`config.mk`:
```
export PLATFORM = sky130hd
export DESIGN_NAME = ex_mem_pipe_reg
export DESIGN_NICKNAME = d
export VERILOG_FILES = /design/src/rtl/ex_mem_pipe_reg.sv
export SDC_FILE = /design/constraint.sdc
export NUM_CORES = 1
export LEC_CHECK = 0
export BUFFER_PORTS_ARGS = -buffer_cell sky130_fd_sc_hd__buf_2
export CORE_MARGIN = 2
export CORE_UTILIZATION = 59
export DETAILED_ROUTE_END_ITERATION = 10
export PLACE_DENSITY = 0.86
export SKIP_LAST_GASP = 1
export SLEW_MARGIN = 20
export SYNTH_ARGS = -nofsm -noshare
export SYNTH_HDL_FRONTEND = slang
export SYNTH_SLANG_ARGS = --single-unit
```
`constraint.sdc`:
```
create_clock -name clk -period 3.4 [get_ports clk]
set_input_delay 0.17 -clock clk [delete_from_list [all_inputs] [get_ports clk]]
set_output_delay 0.17 -clock clk [all_outputs]
set_load 0.01 [all_outputs]
```
`src/rtl/ex_mem_pipe_reg.sv`:
```
// EX/MEM pipeline register for the MIPS32 datapath with a valid/ready handshake,
// an optional skid entry, flush, gated control outputs and a registered branch-taken flag.
module ex_mem_pipe_reg #(
   parameter int SIZE       = 32,
   parameter int ADDR_SIZE  = 5,
   parameter int S_WB       = 2,
   parameter int S_M        = 3,
   parameter int BRANCH_BIT = 0,
   parameter int SKID       = 1
) (
   input  logic                 clk,
   input  logic                 rst_n,
   input  logic                 flush,
   input  logic                 in_valid,
   output logic                 in_ready,
   input  logic [S_WB-1:0]      WB,
   input  logic [S_M-1:0]       M,
   input  logic                 zero_in,
   input  logic [SIZE-1:0]      data_in,
   input  logic [SIZE-1:0]      data_in2,
   input  logic [SIZE-1:0]      AWriteMem_in,
   input  logic [ADDR_SIZE-1:0] AWriteReg_in,
   output logic                 out_valid,
   input  logic                 out_ready,
   output logic [S_WB-1:0]      WB_out,
   output logic [S_M-1:0]       M_out,
   output logic                 zero_out,
   output logic [SIZE-1:0]      data_out,
   output logic [SIZE-1:0]      data_out2,
   output logic [SIZE-1:0]      AWriteMem,
   output logic [ADDR_SIZE-1:0] AWriteReg,
   output logic                 branch_taken,
   output logic                 full
);

   localparam int PW      = S_WB + S_M + 1 + 3 * SIZE + ADDR_SIZE;
   localparam int AWM_LSB = ADDR_SIZE;
   localparam int D2_LSB  = AWM_LSB + SIZE;
   localparam int D_LSB   = D2_LSB + SIZE;
   localparam int Z_POS   = D_LSB + SIZE;
   localparam int M_LSB   = Z_POS + 1;
   localparam int WB_LSB  = M_LSB + S_M;

   logic [PW-1:0] in_payload;
   logic [PW-1:0] main_q;
   logic [PW-1:0] main_n;
   logic          main_valid;
   logic          main_valid_n;
   logic          skid_valid;
   logic          branch_q;
   logic          in_xfer;
   logic          out_xfer;

   assign in_payload = {WB, M, zero_in, data_in, data_in2, AWriteMem_in, AWriteReg_in};
   assign in_xfer    = in_valid & in_ready;
   assign out_xfer   = main_valid & out_ready;

   generate
      if (SKID != 0) begin : g_skid
         logic [PW-1:0] skid_q;
         logic [PW-1:0] skid_n;
         logic          skid_valid_n;
         logic          ready_q;

         // Main refills from the skid first so ordering stays FIFO; the skid only
         // catches an input that arrives while main is stalled.
         always_comb begin
            main_n       = main_q;
            main_valid_n = main_valid;
            skid_n       = skid_q;
            skid_valid_n = skid_valid;
            if (flush) begin
               main_valid_n = 1'b0;
               skid_valid_n = 1'b0;
            end else if (!main_valid || out_xfer) begin
               if (skid_valid) begin
                  main_n       = skid_q;
                  main_valid_n = 1'b1;
                  skid_valid_n = in_xfer;
                  if (in_xfer) begin
                     skid_n = in_payload;
                  end
               end else begin
                  main_valid_n = in_xfer;
                  if (in_xfer) begin
                     main_n = in_payload;
                  end
               end
            end else if (in_xfer) begin
               skid_n       = in_payload;
               skid_valid_n = 1'b1;
            end
         end

         always_ff @(posedge clk or negedge rst_n) begin
            if (!rst_n) begin
               skid_q     <= '0;
               skid_valid <= 1'b0;
               ready_q    <= 1'b1;
            end else begin
               skid_q     <= skid_n;
               skid_valid <= skid_valid_n;
               ready_q    <= ~skid_valid_n;
            end
         end

         assign in_ready = ready_q;
      end else begin : g_single
         always_comb begin
            main_n       = main_q;
            main_valid_n = main_valid;
            if (flush) begin
               main_valid_n = 1'b0;
            end else if (in_xfer) begin
               main_n       = in_payload;
               main_valid_n = 1'b1;
            end else if (out_xfer) begin
               main_valid_n = 1'b0;
            end
         end

         assign skid_valid = 1'b0;
         assign in_ready   = out_ready | ~main_valid;
      end
   endgenerate

   // Branch flag is computed from the next main entry so it leaves a flop.
   always_ff @(posedge clk or negedge rst_n) begin
      if (!rst_n) begin
         main_q     <= '0;
         main_valid <= 1'b0;
         branch_q   <= 1'b0;
      end else begin
         main_q     <= main_n;
         main_valid <= main_valid_n;
         branch_q   <= main_valid_n & main_n[M_LSB + BRANCH_BIT] & main_n[Z_POS];
      end
   end

   assign out_valid    = main_valid;
   assign WB_out       = main_valid ? main_q[WB_LSB +: S_WB] : '0;
   assign M_out        = main_valid ? main_q[M_LSB +: S_M] : '0;
   assign zero_out     = main_q[Z_POS];
   assign data_out     = main_q[D_LSB +: SIZE];
   assign data_out2    = main_q[D2_LSB +: SIZE];
   assign AWriteMem    = main_q[AWM_LSB +: SIZE];
   assign AWriteReg    = main_q[0 +: ADDR_SIZE];
   assign branch_taken = branch_q;
   assign full         = main_valid & skid_valid;

endmodule
```
==> impl_metrics.ini <==
[yosys]
synthDominantAreaCellType = dfrtp_1
post_synth_most_frequent_cells = dfrtp_1, mux2_2, buf_4
ys_types = 25
synth-edff-count = 0
syn_inst = 719
postSynthAreaPerCell_sq_um = 13.9
synth.yosys.seq_area_share = 0.547
synth-seq-cells = 218
synthArstFlopShare = 1.00
synthSimpleGateAreaFrac = 0.00928
yosys.area_share.adder = 0
muxShareOfSynthArea = 0.241
synth_compound_gate_area_share = 0.103
mappedNetlistArea_sq_um = 9980
yosys-top-cells-area = dfrtp_1, mux2_2, a22o_1, buf_4, mux2_1
synth_largest_type_area_fraction = 0.544
ys.warnings.count = 0
main_combinational_cell_family_by_area_after_synthesis = multiplexers
synth-main-ff-cell = dfrtp_1
post_synth_xor_area_fraction = 0
yosys.cell_count.top_type = dfrtp_1
syn-num-nets = 831

[worst_setup_path]
worst_stage_delay_on_the_critical_path_ns = 0.90
register_to_register_setup_slack_ns = 0.76
r2r.worst_path.cells = 4
worst-path-buf-inv = 2
worst_setup_path_start_kind = flip-flop
worst_r2r_startpoint = skid_valid
critical_path.cell_chain = inv_1 -> a211oi_4 -> buf_4 -> mux2_2
endpoint_of_the_worst_slack_reg_to_reg_timing_path = g_skid.skid_q[25]
req_time_crit_path_ns = 3.78
cp_data_arrival_time_ns = 3.02
critical_path.max_fanout = 62
cpMaxStageDelayCell = dfrtp_4
critPathTopFamily = flip-flops
setup.worst_path.class = reg -> reg
end_kind = flip-flop

[place]
routability_congestion_estimate_from_global_placement = 0.792
dp_hpwl_microns = 12500
io_buffer_count = 222
detailed_place.area_sq_um = 10500

[die]
io-pin-count = 223
die_w_microns = 134
initial_utilization = 0.602
floorplan.core_area_sq_um = 16600
die-area_sq_um = 18000
die_height_microns = 134
number_of_core_rows = 47

[clocking]
cts.reportedPaths.clkPinSlew_ns = 0.06
cts_root_cell = clkbuf_16
post_cts.repair.setup_buffers = 0
clk-insertion-delay-late_ns = 0.50
cts_htree_levels = 1
numCtsBuffers = 23
cts_tree = done
total_number_of_clock_tree_sinks = 218
deepest_clock_path_buffer_count = 3

[pwr]
pwr_density_cell_nw_per_um2 = 615
leakage_nw = 6.07
vdd.ir_drop.worst_uv = 443
total_power_mw = 7.64

[sta]
hold-worst-slack_ns = 0.0532
timing.max_slew.rel_slack = 0.389
final-setup-viol-count = 0
achievable-frequency_mhz = 380
final-hold-violation-count = 0
finalMaxSlewViolations = 0
worstMarginPinSlew_ns = 0.917
grt_setup_unrepaired = no
finalCritPeriodShare = 0.775
timing.clock.skew_ns = 0.00855
post-route-min-period_ns = 2.64
fin_setup_tns_ns = 0

[grt]
globalRoute.totalOverflow = 0
number_of_global_route_vias_before_repair = 7055
gr-usage-all-layers = 0.250
initial_antenna_violation_count = 0
wire_length_of_the_first_global_routing_pass_microns = 36100
maximum_number_of_pins_on_one_net_before_global_route_repair = 127

[final_layout]
area_delta_synth_final_pct = 24.4
antenna-diode-count = 0
n_fill_cell = 1024
finished_cell_area_sq_um = 12400
multiInputGateArea_sq_um = 3530
area.sequential_sq_um = 5460
drive_gt1_frac = 0.478
nets = 1046
finalCoreUtilization = 0.749

[routing]
drt_iter0_markers = 280
drt-vias-per-instance = 5.63
detailroute.via_count = 6597
postRouteWirelength_microns = 22500
postRouteAntennaNets = 0
routed_wire_length_per_instance_microns = 19.2
number_of_optimization_iterations_in_the_first_detailed_route_pass = 4
drc = 0

[hold_path]
min_delay_path_depth = 4
timing.hold.worst.start = out_ready
holdCritPathClass = in -> reg
timing.hold.worst_endpoint = skid_valid

[run]
cap_viol_max_count = 0

[outcome]
outcome = completed
==> per-layer routing <==
metal / GRT usage / part of all wire
met1: 0.309 / 0.40
met2: 0.447 / 0.52
met3: 0.0382 / 0.045
met4: 0.0924 / 0.032
met5: 0 / 0
==> how the worst max path moves through the flow <==
| stage | slack, ns | to | depth (start not counted) | startpoint |
|---|---|---|---|---|
| after floorplan | 1.51 | main_q[60] | 5 | in_ready |
| after global placement | 0.85 | g_skid.skid_q[32] | 4 | skid_valid |
| after detailed placement | 0.81 | g_skid.skid_q[21] | 4 | skid_valid |
| after CTS | 0.80 | g_skid.skid_q[10] | 4 | skid_valid |
| after global routing | 0.66 | g_skid.skid_q[18] | 4 | skid_valid |
| final | 0.76 | g_skid.skid_q[25] | 4 | skid_valid |
==> where the power goes <==
group	total, mW	switching, mW	internal (mW)
Clock	2.64	1.01	1.63
Sequential	3.56	0.351	3.21
Combinational	1.43	0.616	0.818
Total	7.64	1.98	5.66
==> layout make-up <==
type                       instances  area share
clock buffer                      34      0.0553
multi-input combinational        349       0.285
inverter                           2    0.000605
clock inverter                     8     0.00958
tap                              220      0.0222
timing repair buffer             340       0.188
sequential                       218       0.440
==> sequential cells by signal (all words and copies together) (netlist names) <==
name and cells:
g_skid.skid_q 107, skid_valid 1, in_ready 1, main_q 107, branch_taken 1, out_valid 1
==> cell families after synthesis <==
| family | Yosys count |
|---|---|
| DFF | 218 |
| muxes | 214 |
| and+or+nand+nor | 15 |
| buffers and inverters | 152 |
| AOI/OAI and AO/OA | 120 |
==> worst min-delay path, delay by kind of cell <==
family,cells,cell delay (ns)
simple gates,2,0.18
buf+inv,1,0.08
compound gates,1,0.08
==> cells in the final DEF, fill, tap and decap left out, types with 2 or more instances in the layout <==
cell type        n
clkbuf_16       23
dfrtp_1        216
clkbuf_1         4
inv_1            2
buf_12           4
mux2_2         181
bufinv_16        3
mux2_1          30
a21o_1           3
buf_4            5
dlygate4sd3_1  109
buf_2          221
clkbuf_8         7
a21oi_1          5
a31oi_1          5
nand2_1          3
and2_1           6
mux2i_1          3
clkinv_2         4
a22o_1         104
==> through the flow <==
step                      worst slack (ns)  std cells
after floorplan                       1.51        719
after CTS                            0.800       1171
after global placement               0.850       1020
after detailed placement             0.811       1020
final                                0.765       1171
after global routing                 0.655       1171
==> repair_timing <==
item / 4_1_cts / 5_1_grt
endpoints found under the setup margin: 0 / 0
gates resized for setup: 0 / 0
hold endpoints to repair: 236 / 0
hold buffers: 109 / 0
Power figures use the tool's default switching activity.
